File: src/rtl/lc3b_types.sv
// Shared LC-3b types: register index, opcodes and the hazard shadow-pipe entry.
package lc3b_types;

  localparam int unsigned REG_W = 3;
  localparam int unsigned OPC_W = 4;

  typedef logic [REG_W-1:0] lc3b_reg;

  typedef enum logic [OPC_W-1:0] {
    OP_BR   = 4'b0000,
    OP_ADD  = 4'b0001,
    OP_LDB  = 4'b0010,
    OP_STB  = 4'b0011,
    OP_JSR  = 4'b0100,
    OP_AND  = 4'b0101,
    OP_LDR  = 4'b0110,
    OP_STR  = 4'b0111,
    OP_RTI  = 4'b1000,
    OP_NOT  = 4'b1001,
    OP_LDI  = 4'b1010,
    OP_STI  = 4'b1011,
    OP_JMP  = 4'b1100,
    OP_SHF  = 4'b1101,
    OP_LEA  = 4'b1110,
    OP_TRAP = 4'b1111
  } lc3b_opcode;

  // Destination-side summary of one in-flight instruction.
  typedef struct packed {
    logic    valid;
    lc3b_reg dest;
    logic    reg_write;
    logic    is_load;
    logic    mem_access;
  } hazard_entry_t;

endpackage

File: src/rtl/sat_counter.sv
// Event counter that sticks at its maximum value instead of wrapping.
module sat_counter #(
  parameter int unsigned W = 16
) (
  input  logic         clk,
  input  logic         rst_n,
  input  logic         inc,
  output logic [W-1:0] count
);

  localparam logic [W-1:0] MAX_COUNT = '1;

  // Increment on each event until saturated.
  always_ff @(posedge clk or negedge rst_n) begin
    if (!rst_n) begin
      count <= '0;
    end else if (inc && (count != MAX_COUNT)) begin
      count <= count + W'(1);
    end
  end

endmodule

File: src/rtl/hazard_control_unit.sv
// Stall/squash controller: load-use bubbles, data-memory wait stalls and
// taken-branch flushes, driven from a private shadow of EX/MEM/WB.
module hazard_control_unit
  import lc3b_types::*;
#(
  parameter int unsigned CNT_W = 16
) (
  input  logic             clk,
  input  logic             rst_n,
  input  logic             id_valid,
  input  lc3b_reg          id_sr1,
  input  lc3b_reg          id_sr2,
  input  logic             id_uses_sr1,
  input  logic             id_uses_sr2,
  input  lc3b_reg          id_dest,
  input  logic             id_reg_write,
  input  logic             id_is_load,
  input  logic             id_mem_access,
  input  logic             dmem_resp,
  input  logic             br_taken,
  output logic             stall_front,
  output logic             stall_back,
  output logic             bubble_ex,
  output logic             flush,
  output logic [CNT_W-1:0] stall_cycles,
  output logic [CNT_W-1:0] bubble_count,
  output logic [CNT_W-1:0] flush_count
);

  hazard_entry_t ex_q, mem_q, wb_q;
  hazard_entry_t ex_d, mem_d, wb_d;
  hazard_entry_t id_entry;
  logic          mem_wait;
  logic          load_use;
  logic          unused_shadow;

  // WB copy is tracked for completeness; only EX/MEM fields steer control.
  assign unused_shadow = ^{ex_q, mem_q, wb_q};

  // Pack the ID-stage fields the shadow needs.
  always_comb begin
    id_entry            = '0;
    id_entry.valid      = id_valid;
    id_entry.dest       = id_dest;
    id_entry.reg_write  = id_reg_write;
    id_entry.is_load    = id_is_load;
    id_entry.mem_access = id_mem_access;
  end

  // Raw hazard terms.
  assign mem_wait = mem_q.valid & mem_q.mem_access & ~dmem_resp;
  assign load_use = id_valid & ex_q.valid & ex_q.is_load & ex_q.reg_write &
                    ((id_uses_sr1 & (id_sr1 == ex_q.dest)) |
                     (id_uses_sr2 & (id_sr2 == ex_q.dest)));

  // Prioritised controls (mem_wait > br_taken > load_use) and shadow advance.
  always_comb begin
    stall_front = 1'b0;
    stall_back  = 1'b0;
    bubble_ex   = 1'b0;
    flush       = 1'b0;
    ex_d        = id_entry;
    mem_d       = ex_q;
    wb_d        = mem_q;
    if (mem_wait) begin
      stall_front = 1'b1;
      stall_back  = 1'b1;
      ex_d        = ex_q;
      mem_d       = mem_q;
      wb_d        = wb_q;
    end else if (br_taken) begin
      flush = 1'b1;
      ex_d  = '0;
      mem_d = '0;
    end else if (load_use) begin
      stall_front = 1'b1;
      bubble_ex   = 1'b1;
      ex_d        = '0;
    end
  end

  // Shadow pipe registers.
  always_ff @(posedge clk or negedge rst_n) begin
    if (!rst_n) begin
      ex_q  <= '0;
      mem_q <= '0;
      wb_q  <= '0;
    end else begin
      ex_q  <= ex_d;
      mem_q <= mem_d;
      wb_q  <= wb_d;
    end
  end

  sat_counter #(.W(CNT_W)) u_stall_cnt (
    .clk   (clk),
    .rst_n (rst_n),
    .inc   (mem_wait),
    .count (stall_cycles)
  );

  sat_counter #(.W(CNT_W)) u_bubble_cnt (
    .clk   (clk),
    .rst_n (rst_n),
    .inc   (bubble_ex),
    .count (bubble_count)
  );

  sat_counter #(.W(CNT_W)) u_flush_cnt (
    .clk   (clk),
    .rst_n (rst_n),
    .inc   (flush),
    .count (flush_count)
  );

endmodule
File: config.mk
export PLATFORM = sky130hd
export DESIGN_NAME = hazard_control_unit
export DESIGN_NICKNAME = d
export VERILOG_FILES = /design/src/rtl/lc3b_types.sv /design/src/rtl/sat_counter.sv /design/src/rtl/hazard_control_unit.sv
export SDC_FILE = /design/constraint.sdc
export NUM_CORES = 1
export LEC_CHECK = 0
export ABC_AREA = 1
export BUFFER_PORTS_ARGS = -buffer_cell sky130_fd_sc_hd__clkbuf_2
export CAP_MARGIN = 20
export CORE_UTILIZATION = 49
export CTS_CLUSTER_SIZE = 12
export DETAILED_ROUTE_END_ITERATION = 10
export PLACE_DENSITY = 0.76
export SLEW_MARGIN = 25
export SYNTH_ARGS = -nofsm -noshare
export SYNTH_HDL_FRONTEND = slang
export SYNTH_SLANG_ARGS = --single-unit
export TNS_END_PERCENT = 1
File: constraint.sdc
create_clock -name clk -period 1.6 [get_ports clk]
set_clock_uncertainty 0.15 [all_clocks]
set_input_delay 0.24 -clock clk [delete_from_list [all_inputs] [get_ports clk]]
set_output_delay 0.24 -clock clk [all_outputs]
set_load 0.05 [all_outputs]
==> impl_metrics.tcl, run 1 <==
set metrics [dict create \
    io_buffers 70 \
    synth.distinct_cells 26 \
    r2r_start "ex_q[3]" \
    nFillCells 526 \
    syn2layout_area_growth_pct 36.7 \
    clkTransAtPathRegs_ps 60 \
    dp_hpwl_um 5570 \
    timing.final.crit_share 1.26 \
    placed_cell_area_sq_um 4120 \
    hp-start "id_dest[1]" \
    n_antenna_cell 0 \
    hold_class "in2reg" \
    wl_per_cell_um 12.4 \
    grt_pass1_wl_um 13200 \
    synthCells 430 \
    synth_edf_count 0 \
    reg2reg_depth 12 \
    clk_latency_ps 340 \
    start_util 0.513 \
    seq_area_frac_synth 0.430 \
    cts_max_level 3 \
    crit_required_ps 1210 \
    leakagePower_uw 0.00227 \
    switching_share 0.349 \
    route.detailed.drc 8 \
    path_class "reg2out" \
    synth_area_sq_um 3320 \
    synth-seq-cells 57 \
    synth_top_area_frac 0.430 \
    worstSetupStartpoint "ex_q[3]" \
    clkPwrFrac 0.324 \
    ys.flop_type "dfrtp_1" \
    rrSetupSlack_ps -100 \
    hold-path-cell-count 3 \
    seqPwrFrac 0.402 \
    antenna_found_initial 0 \
    whs_ps 23.5 \
    clock_path_buffers 2 \
    grt.busiest_layer "met2" \
    cts_tree "yes" \
    maxCapViolations 0 \
    grtUsageMet2 0.375 \
    power.density_nw_per_um2 958 \
    intPower_uw 2830 \
    cts-buffers-inserted 9 \
    layout_min_cycle_time_ps 2020 \
    fmax_ghz 0.496 \
    core-area_sq_um 6460 \
    reg2reg_to "u_bubble_cnt.count[4]" \
    grt_pass1_vias 2981 \
    combPwrFrac 0.274 \
    met1_usage 0.312 \
    routed_via_density 5.00 \
    synth_area_leader_cell "dfrtp_1" \
    ys_top_cells_by_area "dfrtp_1 43%, nand2_1 18%, xor2_1 7.4%" \
    async_flop_share 1.00 \
    postLayoutCellArea_sq_um 4530 \
    layout_commonest_cell "nand2_1" \
    setup_viol 32 \
    first_iter_violations 203 \
    cp.arrival_ps 1630 \
    grtUsageTotal 0.233 \
    status "complete, but fails checks" \
    met3_usage 0.0433 \
    dieHeight_um 84.3 \
    grt_start_max_net_pins 58 \
    worst_pin_slew_ps 488 \
    post-place-ws_ps -84.6 \
    drtAntennaViolNets 0 \
    wirelength_um 7950 \
    rsz0062_at_grt "yes" \
    whs_endpoint "ex_q[4]" \
    fin_nets 579 \
    dr.pass1.iters 8 \
    place_congestion 0.879 \
    hold_violations 0 \
    drv_slew 0 \
    clock_sinks 57 \
    endpoint_kind "primary output" \
    via_count 3193 \
    io_pins 71 \
    violations "design-rule violations, negative setup slack" \
    root_buffer "clkbuf_8" \
    final_util 0.702 \
    drive_gt1_frac 0.359 \
    path_max_fanout 3 \
    synth_warnings 0 \
    finalWorstSetupSlack_ps -416 \
    syn_area_per_cell_sq_um 7.71 \
    crit_path_start_kind "flop" \
    globalRouteOverflowTotal 0 \
    slew_headroom 0.674 \
    rows 29 \
    ir_drop_v 0.000617 \
    final_cell_mix "149 x nand2_1, 66 x clkbuf_2, 40 x buf_4" \
    synthesis.nets 452 \
    die_w_um 84.3 \
    die_area_sq_um 7100 \
    p_sw_uw 1520 \
    total_power_uw 4340 \
]
==> final cells by class <==
type                            instances  area [sq um]  share of cell area
Clock buffer                           14           173              0.0381
Inverter                               42           158              0.0348
Timing Repair Buffer                  121           820               0.181
Tap cell                               77          96.3              0.0213
Multi-Input combinational cell        326          1800               0.398
Sequential cell                        57          1450               0.320
Clock inverter                          2          35.0             0.00773
==> sequential cells by signal (all words and copies together), names as in the netlist <==
register / count
ex_q: 7
mem_q: 2
u_bubble_cnt.count: 16
u_flush_cnt.count: 16
u_stall_cnt.count: 16
==> metrics by stage <==
step	setup TNS, ps	cells
final	-2970	639
after global routing	-6670	639
after CTS	-1600	637
after detailed placement	-1340	616
after global placement	-469	616
after floorplan	-6170	430
==> cells in the mapped netlist, types with 2 or more instances <==
| library cell | number |
|---|---|
| nand3_1 | 26 |
| nor3_2 | 2 |
| nand2_1 | 159 |
| nor2_4 | 5 |
| xor2_1 | 28 |
| xnor2_1 | 13 |
| o21ai_2 | 6 |
| nand3_2 | 2 |
| o21ai_0 | 15 |
| ha_1 | 3 |
| inv_1 | 36 |
| dfrtp_1 | 57 |
| inv_2 | 6 |
| nand4_1 | 4 |
| nor3_1 | 8 |
| nand2_2 | 3 |
| nor2_2 | 3 |
| buf_6 | 3 |
| buf_4 | 2 |
| nor2_1 | 43 |
==> metal layers <==
metal / up-vias / wire [um]
met5: - / 0
met4: 0 / 137
met3: 12 / 330
met2: 82 / 3910
met1: 1504 / 3570
li1: 1595 / -
==> worst max-delay path: stages (launching register included) <==
cell and delay [ps]:
dfrtp_1 380, inv_2 60, nand2_2 70, nand2_2 50, nor2_1 100, nand2_1 110, nand2_2 120, nand2_2 70
o21ai_2 180, buf_8 160
==> power groups by stage <==
stage	clock, uW	combinational, uW	sequential [uW]
global placement	0	1130	1750
floorplan	0	373	2170
CTS	1440	1170	1740
finish	1410	1190	1740
global route	1510	1290	1760
detailed placement	0	1150	1760
==> kinds of logic (layout without fill, tap and decap cells) <==
group,after synthesis,after routing,synth area share
and+or+nand+nor,259,259,0.342
DFF,57,57,0.430
buffers and inverters,47,179,0.0623
xor gates and xnor gates,41,41,0.108
AOI/OAI and AO/OA,23,23,0.0457
adders and majority gates,3,3,0.0113
==> how the worst max path moves through the flow <==
stage | to | slack [ps] | cells past startpoint
4_1_cts | stall_front | -320 | 9
2_1_floorplan | u_flush_cnt.count[2] | -200 | 9
3_3_place_gp | u_flush_cnt.count[3] | -50 | 7
6_report | stall_front | -420 | 9
5_1_grt | stall_front | -510 | 9
3_5_place_dp | u_flush_cnt.count[3] | -80 | 7
==> repair_timing <==
action,CTS,global route
endpoints found under the setup margin,39,52
pin swaps,7,12
buffers inserted,0,2
resized for setup,16,21
hold endpoints to repair,61,0
hold buffers,5,0
No activity file was read; power rests on OpenSTA's default activity.
==> run 2: changes to the inputs <==
- ABC_AREA: 1 -> unset
- CORE_UTILIZATION: 49 -> 47
- PLACE_DENSITY: 0.76 -> 0.75
==> run 2 against run 1 <==
Effect of this change: the flow finishes with violations (negative setup slack); clock-buffer cell count down 3; maximum frequency down 4.3%; first-iteration DRC count down 58%; final area down 3.7%; via count down 20%; setup slack worse by 90 ps; non-clock buffer count up 35; clock power up 9.9%; critical path depth down 4; sequential power down 3%; critical path type unchanged; critical endpoint unchanged; highest routed layer unchanged.
==> impl_metrics.tcl, run 2 <==
set metrics [dict create \
    maxCapViolations 0 \
    setup_viol 44 \
    ys_top_cells_by_area "dfrtp_1 53%, xnor2_1 9.7%, xor2_1 5.2%" \
    layout_min_cycle_time_ps 2110 \
    synth_edf_count 0 \
    timing.final.crit_share 1.32 \
    crit_family "compound AO/OA/AOI/OAI gates" \
    leakagePower_uw 0.00216 \
    rsz0062_at_grt "yes" \
    layout_commonest_cell "buf_4" \
    root_buffer "clkbuf_8" \
    hold_class "in2reg" \
    cp.arrival_ps 1720 \
    power.density_nw_per_um2 993 \
    io_buffers 70 \
    synthCells 245 \
    crit_buf_inv 1 \
    clock_sinks 57 \
    clock_path_buffers 2 \
    worst_pin_slew_ps 479 \
    yosys-top-cells-count "57 x dfrtp_1, 30 x xnor2_1, 20 x nand2_1" \
    crit_slowest_cell "dfrtp_1" \
    synth_area_leader_cell "dfrtp_1" \
    synth_area_sq_um 2710 \
    drive_gt1_frac 0.563 \
    path_cells "xnor2_1, nand4_1, a21o_1, o21ai_2, buf_8" \
    fmax_ghz 0.475 \
    synth_warnings 0 \
    dp_hpwl_um 4800 \
    io_pins 71 \
    place_congestion 0.889 \
    first_iter_violations 85 \
    n_antenna_cell 0 \
    syn_area_per_cell_sq_um 11.0 \
    synth_top_area_frac 0.527 \
    status "complete, but fails checks" \
    crit_path_start_kind "flop" \
    grt_pass1_wl_um 11600 \
    cts_tree "yes" \
    wirelength_um 7250 \
    slew_headroom 0.679 \
    grt_pass1_vias 2547 \
    async_flop_share 1.00 \
    seq_area_frac_synth 0.527 \
    die_area_sq_um 6070 \
    via_count 2541 \
    dr.pass1.iters 4 \
    whs_ps 144 \
    route.detailed.drc 0 \
    postLayoutCellArea_sq_um 4360 \
    die_w_um 77.9 \
    placed_cell_area_sq_um 3770 \
    final.setup.tns_ps -8910 \
    finalWorstSetupSlack_ps -505 \
    syn2layout_area_growth_pct 61.3 \
    core-area_sq_um 5540 \
    worst_path_largest_cell_delay_ps 420 \
    endpoint_kind "primary output" \
    antenna_found_initial 0 \
    synth-seq-cells 57 \
    globalRouteOverflowTotal 0 \
    ys.flop_type "dfrtp_1" \
    drv_slew 0 \
    synth.distinct_cells 37 \
    fin_nets 431 \
    path_class "reg2out" \
    synthesis.nets 267 \
    total_power_uw 4330 \
    wl_per_cell_um 14.9 \
    post-synth-top-count-cell "dfrtp_1" \
    drtAntennaViolNets 0 \
    clk_latency_ps 340 \
    violations "negative setup slack" \
    top_regs "u_bubble_cnt.count (16), u_flush_cnt.count (16), u_stall_cnt.count (16)" \
    grtUsageTotal 0.252 \
    post-place-ws_ps -359 \
    dieHeight_um 77.9 \
    final_cell_mix "74 x buf_4, 66 x clkbuf_2, 30 x dfrtp_1" \
    path_max_fanout 3 \
    cts_max_level 3 \
    rows 27 \
    cts-buffers-inserted 9 \
    crit_required_ps 1210 \
    grt_start_max_net_pins 58 \
    clkTransAtPathRegs_ps 70 \
    hold_violations 0 \
    routed_via_density 5.23 \
    start_util 0.488 \
    ir_drop_v 0.00148 \
]
## run 2: area by class of cell
type | instances | area, sq um
Sequential cell | 57 | 1460
Multi-Input combinational cell | 179 | 1460
Fill cell | 352 | 1180
Timing Repair Buffer | 156 | 1100
Clock buffer | 11 | 151
Tap cell | 72 | 90.1
Clock inverter | 5 | 77.6
Inverter | 6 | 25.0
## run 2: where the power goes
group | internal, uW | leakage (uW) | switching [uW]
registers | 1570 | 0.000724 | 112
logic | 414 | 0.00132 | 689
clock network | 956 | 0.000115 | 598
## run 2: stage by stage
| stage | util | std cells |
|---|---|---|
| after floorplan | - | 245 |
| after global placement | 0.681 | 460 |
| after detailed placement | 0.681 | 460 |
| after CTS | 0.766 | 486 |
| after global routing | 0.788 | 486 |
| final | 0.788 | 486 |
## run 2: logic make-up (layout without fill, tap and decap cells)
kind of cell	Yosys count	after routing	synth area share
compound gates	25	25	0.0670
xor+xnor	46	46	0.149
fa+ha+maj	3	3	0.0139
buf+inv	9	178	0.0139
flops	57	57	0.527
mux	4	4	0.0166
simple gates	101	101	0.213
## run 2: worst paths after layout
| path | from | endpoint | slack (ps) | depth (start not counted) |
|---|---|---|---|---|
| max in group asynchronous | rst_n | u_stall_cnt.count[2] | 740 | 3 |
| min in group asynchronous | rst_n | u_stall_cnt.count[13] | 280 | 3 |
| min | br_taken | mem_q[6] | 140 | 3 |
| max | ex_q[3] | stall_front | -510 | 5 |
| min reg2reg | ex_q[0] | ex_q[0] | 380 | 1 |
| max reg2reg | mem_q[6] | u_bubble_cnt.count[11] | -350 | 9 |
## run 2: what timing repair did
item                                    in CTS  in global routing
pin swaps                                   14                  8
resized for setup                           31                 26
endpoints found under the setup margin      49                 57
hold endpoints to repair                    64                  0
hold buffers                                 8                  0
buffers inserted                             2                  0
## run 2: tightest hold or removal path: stages
cell	delay (ps)
clkbuf_2	100
buf_4	150
o21ai_0	90
## run 2: per-layer routing
metal  part of all wire  global-route usage
met3              0.031              0.0576
met2               0.52               0.436
met5                  0                   0
met1               0.42               0.296
met4              0.023               0.117
